===== config.mk =====
export PLATFORM = sky130hd
export DESIGN_NAME = uart_rx_host
export DESIGN_NICKNAME = d
export VERILOG_FILES = /design/src/rtl/uart_rx_host.sv
export SDC_FILE = /design/constraint.sdc
export NUM_CORES = 1
export LEC_CHECK = 0
export CORE_MARGIN = 1
export CORE_UTILIZATION = 50
export DETAILED_ROUTE_END_ITERATION = 7
export GPL_ROUTABILITY_DRIVEN = 1
export PLACE_DENSITY = 0.78
export SKIP_CTS_REPAIR_TIMING = 1
export SLEW_MARGIN = 20
export SYNTH_ARGS = -nofsm -noshare
export SYNTH_HDL_FRONTEND = slang
export SYNTH_SLANG_ARGS = --single-unit

===== constraint.sdc =====
create_clock -name clk -period 4.8 [get_ports clk]
set_input_delay 0.96 -clock clk [delete_from_list [all_inputs] [get_ports clk]]
set_output_delay 0.96 -clock clk [all_outputs]
set_load 0.1 [all_outputs]

===== src/rtl/uart_rx_host.sv =====
// uart_rx_host: 8N1 serial receiver, 2-flop input synchronizer, optional even parity (UART_RX_PARITY_EN).
// Latency: rx_ready pulses HALF+9*CLKS_PER_BIT+1 cycles after start detect (+CLKS_PER_BIT with parity).
// Backpressure: none; each good byte is a one-cycle strobe and rx_byte holds until the next good byte.
module uart_rx_host #(
    parameter int CLKS_PER_BIT = 1042,
    parameter int CNT_W        = $clog2(CLKS_PER_BIT)
) (
    input  logic       clk,
    input  logic       nRst,
    input  logic       rx_serial,
    output logic [7:0] rx_byte,
    output logic       rx_ready,
    output logic       framing_err,
    output logic       parity_err,
    output logic       busy
);

    localparam int HALF = CLKS_PER_BIT / 2;
    localparam logic [CNT_W-1:0] HALF_M1 = CNT_W'(HALF - 1);
    localparam logic [CNT_W-1:0] BIT_M1  = CNT_W'(CLKS_PER_BIT - 1);

`ifdef UART_RX_PARITY_EN
    typedef enum logic [2:0] {IDLE, START, DATA, PARITY, STOP, WAIT_HIGH} state_t;
`else
    typedef enum logic [2:0] {IDLE, START, DATA, STOP, WAIT_HIGH} state_t;
`endif

    state_t           state, state_nxt;
    logic             sync1, rx_s;
    logic [CNT_W-1:0] cnt;
    logic [2:0]       bit_idx;
    logic [7:0]       shift;
    logic             cnt_clr, cnt_inc, idx_clr, shift_en;
    logic             done_ok, done_ferr;
`ifdef UART_RX_PARITY_EN
    logic             par_bit, par_en, done_perr;
`endif

    // Synchronizer resets to 1 so a reset line reads as idle.
    always_ff @(posedge clk or negedge nRst) begin
        if (!nRst) begin
            sync1 <= 1'b1;
            rx_s  <= 1'b1;
        end else begin
            sync1 <= rx_serial;
            rx_s  <= sync1;
        end
    end

    always_ff @(posedge clk or negedge nRst) begin
        if (!nRst) state <= IDLE;
        else       state <= state_nxt;
    end

    always_comb begin
        state_nxt = state;
        cnt_clr   = 1'b0;
        cnt_inc   = 1'b0;
        idx_clr   = 1'b0;
        shift_en  = 1'b0;
        done_ok   = 1'b0;
        done_ferr = 1'b0;
`ifdef UART_RX_PARITY_EN
        par_en    = 1'b0;
        done_perr = 1'b0;
`endif
        unique case (state)
            IDLE: begin
                if (!rx_s) begin
                    state_nxt = START;
                    cnt_clr   = 1'b1;
                end
            end
            START: begin
                if (cnt == HALF_M1) begin
                    cnt_clr   = 1'b1;
                    idx_clr   = 1'b1;
                    state_nxt = rx_s ? IDLE : DATA;
                end else begin
                    cnt_inc = 1'b1;
                end
            end
            DATA: begin
                if (cnt == BIT_M1) begin
                    cnt_clr  = 1'b1;
                    shift_en = 1'b1;
                    if (bit_idx == 3'd7) begin
`ifdef UART_RX_PARITY_EN
                        state_nxt = PARITY;
`else
                        state_nxt = STOP;
`endif
                    end
                end else begin
                    cnt_inc = 1'b1;
                end
            end
`ifdef UART_RX_PARITY_EN
            PARITY: begin
                if (cnt == BIT_M1) begin
                    cnt_clr   = 1'b1;
                    par_en    = 1'b1;
                    state_nxt = STOP;
                end else begin
                    cnt_inc = 1'b1;
                end
            end
`endif
            STOP: begin
                if (cnt == BIT_M1) begin
                    cnt_clr = 1'b1;
                    if (rx_s) begin
                        state_nxt = IDLE;
`ifdef UART_RX_PARITY_EN
                        if (^{shift, par_bit}) done_perr = 1'b1;
                        else                   done_ok   = 1'b1;
`else
                        done_ok = 1'b1;
`endif
                    end else begin
                        // A low stop bit wins over any parity outcome.
                        done_ferr = 1'b1;
                        state_nxt = WAIT_HIGH;
                    end
                end else begin
                    cnt_inc = 1'b1;
                end
            end
            WAIT_HIGH: begin
                if (rx_s) state_nxt = IDLE;
            end
            default: state_nxt = IDLE;
        endcase
    end

    always_ff @(posedge clk or negedge nRst) begin
        if (!nRst) begin
            cnt         <= '0;
            bit_idx     <= 3'd0;
            shift       <= 8'h00;
            rx_byte     <= 8'h00;
            rx_ready    <= 1'b0;
            framing_err <= 1'b0;
        end else begin
            if (cnt_clr)      cnt <= '0;
            else if (cnt_inc) cnt <= cnt + CNT_W'(1);
            if (idx_clr) begin
                bit_idx <= 3'd0;
            end else if (shift_en) begin
                shift[bit_idx] <= rx_s;
                bit_idx        <= bit_idx + 3'd1;
            end
            if (done_ok) rx_byte <= shift;
            rx_ready    <= done_ok;
            framing_err <= done_ferr;
        end
    end

`ifdef UART_RX_PARITY_EN
    always_ff @(posedge clk or negedge nRst) begin
        if (!nRst) begin
            par_bit    <= 1'b0;
            parity_err <= 1'b0;
        end else begin
            if (par_en) par_bit <= rx_s;
            parity_err <= done_perr;
        end
    end
`else
    assign parity_err = 1'b0;
`endif

    assign busy = (state != IDLE);

endmodule


Word-level counts from Yosys, hierarchy flattened
Index checks and enable logic that the tools add are counted.
{"block": "classes", "n_bitwise": 1, "n_eq_ne": 13, "reduce_logical": 8, "mux": 30, "addsub": 2, "n_lt_le_gt_ge": 2}
{"cell": "3-bit two-way mux", "n": 9}
{"cell": "11-bit two-way mux", "n": 2}
{"cell": "3-bit case mux with 5 select lines", "n": 1}
{"cell": "1-bit two-way mux", "n": 13}
{"cell": "2-bit != test, second input constant", "n": 6}
{"cell": "11-bit by 1-bit adder with 11-bit output, second input constant", "n": 1}
{"cell": "11-bit by 10-bit equality test with 1-bit output, second input constant", "n": 1}
{"cell": "11-bit equality test, second input constant", "n": 1}
{"cell": "8-bit bitwise mux", "n": 1}
{"cell": "3-bit by 2-bit equality test with 1-bit output, second input constant", "n": 2}
{"cell": "3-bit equality test, second input constant", "n": 2}
{"cell": "6-bit AND reduction", "n": 1}
{"cell": "3-bit by 4-bit < comparator with 1-bit output, second input constant", "n": 1}
{"cell": "2-bit nonzero test", "n": 2}
{"cell": "3-bit by 1-bit adder with 3-bit output, second input constant", "n": 1}
{"cell": "1-bit demux with 3-bit select", "n": 1}
{"cell": "3-bit by 1-bit equality test with 1-bit output, second input constant", "n": 1}
{"cell": "3-bit by 1-bit greater-or-equal comparator with 1-bit output, second input constant", "n": 1}
{"cell": "3-bit zero test", "n": 1}
{"cell": "1-bit case mux with 3 select lines", "n": 1}
{"cell": "3-bit nonzero test", "n": 1}
{"cell": "2-bit two-way mux", "n": 1}
{"cell": "1-bit case mux with 2 select lines", "n": 1}
{"cell": "2-bit AND reduction", "n": 1}
{"cell": "other kinds (3)", "n": 3}
{"block": "totals", "in_bits": 3, "out_inout_bits": 12, "regBits": 37, "wordCells": 65}

Longest topological paths before layout
Gate-level depths: netlist of the first run.
{"block": "logic_depth", "word_depth": 5, "mapped_depth": 7, "depth_no_buf": 7}

Worst setup path after synthesis of the first run
No wires, ideal clock.
{"block": "synth_path", "path_kind": "reg-to-output", "from": "register state[2]", "to": "output busy", "n_path_buf": 1, "arrival_time_ns": 1.264, "path_stages_with_launch": 3, "slack_ns": 2.576, "required_ns": 3.840, "path_cell_list": "dfrtp_1 > clkbuf_8 > or3_1"}
{"block": "synth_between", "elab_chain_len": 1}
{"element": "start: declaration", "line": "28", "rtl": "state_t state, state_nxt;"}
{"element": "start signal: assignment", "line": "52", "rtl": "else state <= state_nxt;"}
{"element": "3-bit nonzero test", "line": "173", "rtl": "assign busy = (state != IDLE);"}
{"element": "end: declaration", "line": "15", "rtl": "output logic busy"}
Every way passes these cells.

Worst setup path after layout of the first run
Same ends and word-level chain as after synthesis.

==> results of run 1 <==
[metal layers]
layer	vias to the layer above	global-route usage [%]
met4	0	8.81
met3	12	4.35
met2	33	30.8
li1	584	-
met1	612	23.5
met5	-	0
[cell type report]
cell class                      count  area, um^2
Fill cell                         305        1430
Sequential cell                    37         928
Multi-Input combinational cell    113         822
Timing Repair Buffer               13         125
Clock buffer                        5        68.8
Tap cell                           46        57.6
Clock inverter                      3        21.3
Inverter                            4        15.0
[sequential cells by signal, indices dropped and copies added, names as in the netlist]
| signal | flops |
|---|---|
| bit_idx | 3 |
| cnt | 11 |
| framing_err | 1 |
| rx_byte | 8 |
| rx_ready | 1 |
| rx_s | 1 |
| shift | 8 |
| state | 3 |
| sync1 | 1 |
[kinds of logic after synthesis]
logic type,share of synthesized area [%]
simple gates,22.0
flops,49.4
mux,10.7
buf+inv,6.80
compound gates,3.40
xor+xnor,4.20
fa+ha+maj,3.33
other cells,0.200
[how the worst max path moves through the flow]
stage             start   end  slack [ns]
4_1_cts        state[2]  busy        1.66
3_5_place_dp   state[2]  busy        1.99
6_report       state[2]  busy        1.66
5_1_grt        state[2]  busy        1.60
3_3_place_gp   state[2]  busy        2.02
2_1_floorplan  state[2]  busy        2.58
[worst max-delay path, delay by kind of cell, from the launching register on]
| family | cells | cell delay [ns] |
|---|---|---|
| buffers and inverters | 1 | 0.98 |
| DFF | 1 | 0.48 |
| and+or+nand+nor | 1 | 0.43 |
[power by group through the flow]
stage | Clock [W] | Combinational, W | Sequential, W
2_1_floorplan | 0 | 0.00000540 | 0.000320
3_3_place_gp | 0 | 0.0000108 | 0.000321
3_5_place_dp | 0 | 0.0000111 | 0.000321
4_1_cts | 0.000222 | 0.0000111 | 0.000315
5_1_grt | 0.000235 | 0.0000121 | 0.000315
6_report | 0.000215 | 0.0000105 | 0.000315
[per-stage QoR]
stage	std cells	power [W]
after CTS	221	0.000548
after detailed placement	213	0.000332
after global routing	221	0.000562
final	221	0.000540
after global placement	213	0.000332
after floorplan	163	0.000325
[layout by cell type, fill, tap and decap left out, types with 2 or more instances in the layout]
cell type	netlist	final
sky130_fd_sc_hd__dfrtp_1	35	35
sky130_fd_sc_hd__nor2_1	16	16
sky130_fd_sc_hd__mux2_2	16	16
sky130_fd_sc_hd__nand2_1	14	14
sky130_fd_sc_hd__clkdlybuf4s50_1	0	12
sky130_fd_sc_hd__nor3_1	7	7
sky130_fd_sc_hd__nand3_1	6	6
sky130_fd_sc_hd__xor2_1	6	6
sky130_fd_sc_hd__ha_1	5	5
sky130_fd_sc_hd__clkbuf_8	3	5
sky130_fd_sc_hd__inv_1	4	4
sky130_fd_sc_hd__o21ai_0	4	4
sky130_fd_sc_hd__nand3b_1	3	3
sky130_fd_sc_hd__nor4_1	3	3
sky130_fd_sc_hd__xnor2_1	3	3
sky130_fd_sc_hd__nand4_1	3	3
sky130_fd_sc_hd__or3_1	2	2
sky130_fd_sc_hd__nor4_4	2	2
sky130_fd_sc_hd__mux2i_1	2	2
sky130_fd_sc_hd__or2_2	2	2
sky130_fd_sc_hd__and3_1	2	2
sky130_fd_sc_hd__a22o_2	2	2
sky130_fd_sc_hd__nor3b_1	2	2
sky130_fd_sc_hd__dfstp_2	2	2
==> results_dict.tcl, run 1 <==
set metrics [dict create \
    place.detailed.hpwl_mm 2.31 \
    drive_above_1_share_pct 21.7 \
    timing.rr.end "rx_byte[5]" \
    worst_pin_slew_ns 0.968 \
    die_w_um 63.3 \
    fin_tns_setup_ns 0 \
    router_iterations_before_antenna_repair 4 \
    routed_wire_length_per_instance_um 14.9 \
    row_count 21 \
    clkLatencyLatePin_ns 0.29 \
    antenna_found_initial 0 \
    detailed_routed_wire_length_on_met3_um 122 \
    post_dp_cell_area_um2 1950 \
    clock_tree_from_tritoncts "done" \
    synth_commonest_cells "35 x sky130_fd_sc_hd__dfrtp_1, 16 x sky130_fd_sc_hd__mux2_2, 16 x sky130_fd_sc_hd__nor2_1" \
    timing.final.crit_period_ns 3.14 \
    gp_congestion 0.868 \
    r2r_cells 4 \
    min_delay_path_depth 0 \
    post_synth.cell_area_avg_um2 11.5 \
    worst_stage_delay_on_the_critical_path_ns 0.98 \
    grt_setup_unrepaired "no" \
    pre_cts_ws_ns 1.99 \
    cellInternalPower_w 0.000417 \
    criticalPathCategory "reg2out" \
    chipHeight_um 63.3 \
    clkSlewWorstSetupHoldPaths_ns 0.08 \
    max_freq_mhz 319 \
    finalSetupViolations 0 \
    area_fraction_of_the_dominant_cell_type_after_synthesis_pct 46.6 \
    cap_violations 0 \
    fp.coreArea_um2 3470 \
    holdCritStartpoint "sync1" \
    timing_hold_violations_final 0 \
    synth_most_common_cell "sky130_fd_sc_hd__dfrtp_1" \
    final_max_slew_viol_count 0 \
    p_r_area_growth_vs_syn_pct 8.53 \
    crit_required_ns 3.84 \
    gr-total-overflow 0 \
    synth.area.top_cells "sky130_fd_sc_hd__dfrtp_1 47%, sky130_fd_sc_hd__mux2_2 9.6%, sky130_fd_sc_hd__ha_1 3.3%, sky130_fd_sc_hd__nor2_1 3.2%, sky130_fd_sc_hd__dfstp_2 2.8%" \
    fin_worst_setup_slack_ns 1.66 \
    syn-instance-count 163 \
    max-clock-path-buffers 2 \
    yosys_register_bits 37 \
    post_drt_antenna_nets 0 \
    detail_route.wirelength_mm 3.28 \
    nets_in_the_synthesized_netlist 171 \
    fin_area_um2 2040 \
    power_density_nw_per_um2 265 \
    run_status "finished clean" \
    grt_pass1_vias 1265 \
    fin_skew_ns 0.00625 \
    final_min_period_over_clock_period_pct 65.3 \
    relSlewSlack_pct 35.3 \
    synth_sequential_area_ratio_pct 49.4 \
    synth_async_reset_ratio_pct 100 \
    sort_of_element_at_the_start_of_the_critical_path "flip-flop" \
    dr_total_vias 1241 \
    finalHoldWorstSlack_ns 0.359 \
    path_max_fanout 10 \
    die-area_um2 4000 \
    seq_power_share_pct 58.3 \
    initial_core_util_pct 54.1 \
    p_clk_share_pct 39.8 \
    cts.sinks 37 \
    yosysUniqueCellTypes 39 \
    critical_path.cell_chain "or3_1, clkdlybuf4s50_1" \
    ys_warn_count 0 \
    final_nets 182 \
    met1Wirelength_mm 1.47 \
    pwr-share-comb_pct 1.9 \
    route.top_layer_used "met4" \
    synth_area_leader_cell "sky130_fd_sc_hd__dfrtp_1" \
    number_of_inserted_diodes 0 \
    pin_count 15 \
    end_kind "output port" \
    route.detailed.vias_per_inst 5.62 \
    grt_max_degree 38 \
    grt_pass1_wl_mm 5.74 \
    grt_usage_pct 18.8 \
    synth_ff_type "sky130_fd_sc_hd__dfrtp_1" \
    synth_enable_flop_cells 0 \
    io_buffers 13 \
    switching_power_w 0.000123 \
    remaining_drc_errors 0 \
    worst_ir_drop_vdd_mv 0.200 \
    level_count_of_the_clock_h_tree 2 \
    worst_path_max_delay_cell "sky130_fd_sc_hd__clkdlybuf4s50_1" \
    cts_root_buffer "sky130_fd_sc_hd__clkbuf_8" \
    regToRegSetupSlack_ns 2.43 \
    drt_iter0_markers 84 \
    holdPathEnd "rx_s" \
    switching_share_pct 22.8 \
    crit_arrival_ns 2.18 \
    met2_length_mm 1.61 \
    crit-reg2reg-launch "cnt[5]" \
    syn_area_um2 1880 \
    worstHoldPathType "reg2reg" \
    final_util_pct 58.8 \
    static-leakage-power_nw 0.919 \
    cts_buffers 5 \
]
(Power assumes the default switching activity.)
==> inputs of run 2 (changes only) <==
Settings changed: PLACE_DENSITY 0.78 to 0.81.
Clock period 4.8 ns to 2.7 ns, I/O delays scaled along.
==> results_dict.tcl, run 2 (synthesized netlist as in run 1, its figures left out) <==
set metrics [dict create \
    run_status "finished clean" \
    fin_area_um2 2020 \
    antenna_found_initial 0 \
    cts_root_buffer "sky130_fd_sc_hd__clkbuf_8" \
    timing_hold_violations_final 0 \
    p_clk_share_pct 39.9 \
    number_of_inserted_diodes 0 \
    most_frequent_cells_in_the_layout "35 x sky130_fd_sc_hd__dfrtp_1, 16 x sky130_fd_sc_hd__nor2_1, 16 x sky130_fd_sc_hd__mux2_2" \
    fp.coreArea_um2 3470 \
    seq_power_share_pct 58.0 \
    pwr-share-comb_pct 2.1 \
    worst_ir_drop_vdd_mv 0.375 \
    row_count 21 \
    min_delay_path_depth 0 \
    grt_usage_pct 18.1 \
    remaining_drc_errors 0 \
    pin_count 15 \
    timing.final.crit_period_ns 2.35 \
    final_common_cell "sky130_fd_sc_hd__dfrtp_1" \
    routed_wire_length_per_instance_um 14.5 \
    cellInternalPower_w 0.000762 \
    place.detailed.hpwl_mm 2.24 \
    detail_route.wirelength_mm 3.20 \
    clock_tree_from_tritoncts "done" \
    grt_max_degree 38 \
    level_count_of_the_clock_h_tree 2 \
    grt_pass1_vias 1222 \
    relSlewSlack_pct 59.5 \
    r2r_cells 4 \
    die_w_um 63.3 \
    final_nets 183 \
    largest-register "cnt" \
    criticalPathCategory "reg2reg" \
    sort_of_element_at_the_start_of_the_critical_path "flip-flop" \
    largest_register_ff_count 11 \
    fin_tns_setup_ns 0 \
    max-clock-path-buffers 2 \
    cts_buffers 5 \
    static-leakage-power_nw 0.943 \
    route.detailed.vias_per_inst 5.63 \
    dr_total_vias 1245 \
    final-instance-count-excl-fill 221 \
    cts.sinks 37 \
    initial_core_util_pct 54.1 \
    switching_share_pct 21.1 \
    worst_pin_slew_ns 0.605 \
    totalPowerFinal_w 0.000966 \
    end_kind "flip-flop" \
    switching_power_w 0.000204 \
    clkSlewWorstSetupHoldPaths_ns 0.07 \
    drive_above_1_share_pct 27.4 \
    grt_pass1_wl_mm 5.48 \
    grt_setup_unrepaired "no" \
    chipHeight_um 63.3 \
    p_r_area_growth_vs_syn_pct 7.73 \
    crit_required_ns 2.87 \
    max_freq_mhz 426 \
    clkLatencyLatePin_ns 0.28 \
    gr-total-overflow 0 \
    layout.filler_cells 281 \
    gp_congestion 0.862 \
    die-area_um2 4000 \
    post_dp_cell_area_um2 1930 \
    drt_iter0_markers 68 \
    router_iterations_before_antenna_repair 4 \
    io_buffers 13 \
    final_min_period_over_clock_period_pct 87.0 \
    layout_top_registers "cnt x11, rx_byte x8, shift x8" \
    final_max_slew_viol_count 0 \
    total_instance_count_after_detailed_placement 214 \
    cap_violations 0 \
    worstHoldPathType "reg2reg" \
    crit_arrival_ns 2.52 \
    path_max_fanout 9 \
    finalSetupViolations 0 \
    power_density_nw_per_um2 477 \
    fin_skew_ns 0.00662 \
    post_drt_antenna_nets 0 \
]
==> run 2: changes by cell type in the layout (fill, tap and decap cells not counted) <==
cell / change
sky130_fd_sc_hd__buf_2: -1
sky130_fd_sc_hd__clkinv_2: -1
sky130_fd_sc_hd__inv_6: -1
sky130_fd_sc_hd__clkbuf_8: +1
sky130_fd_sc_hd__buf_4: +12
sky130_fd_sc_hd__clkdlybuf4s50_1: -10
==> run 2: critical path: stages, from the launching register on <==
cell and delay, ns:
sky130_fd_sc_hd__dfrtp_1 0.41, sky130_fd_sc_hd__or4_4 0.60, sky130_fd_sc_hd__nor4_4 0.31, sky130_fd_sc_hd__and4_1 0.52
sky130_fd_sc_hd__mux2_2 0.39
==> run 2: layout make-up <==
type                    count  area (um^2)  area share (%)
inverters                   4         15.0           0.742
repair buffers             14          110            5.44
clock inverters             1         7.51           0.371
multi-input cells         113          822            40.6
clock buffers               6         82.6            4.08
flip-flops and latches     37          928            45.9
well taps                  46         57.6            2.84
==> run 2: power by group through the flow <==
stage	Clock [W]	Sequential, W	Combinational [W]
floorplan	0	0.000568	0.00000960
finish	0.000385	0.000560	0.0000205
global placement	0	0.000570	0.0000209
global route	0.000424	0.000560	0.0000230
CTS	0.000394	0.000560	0.0000213
detailed placement	0	0.000571	0.0000213
==> run 2: final timing paths <==
check | startpoint | endpoint | slack, ns
setup / recovery | cnt[2] | rx_byte[1] | 0.35
hold / removal | sync1 | rx_s | 0.36
setup reg to reg | cnt[2] | rx_byte[1] | 0.35
hold reg to reg | sync1 | rx_s | 0.36
max in group asynchronous | nRst | rx_s | 1.67
min in group asynchronous | nRst | cnt[3] | 0.67
==> run 2: stage by stage <==
step	util [%]	hold slack [ns]	setup WS, ns
floorplan	-	0.244	0.588
global placement	55.7	0.346	0.452
detailed placement	55.7	0.353	0.392
CTS	58.3	0.363	0.396
global route	58.3	0.368	0.280
finish	58.3	0.362	0.350
==> run 2: per-layer routing <==
layer | up-vias | wire, um | GRT usage, % | part of all wire (%)
met4 | 0 | 68 | 9.09 | 2.1
met2 | 55 | 1550 | 28.6 | 48
met1 | 593 | 1400 | 22.6 | 44
li1 | 588 | - | - | -
met5 | - | 0 | 0 | 0
met3 | 9 | 180 | 5.25 | 5.6
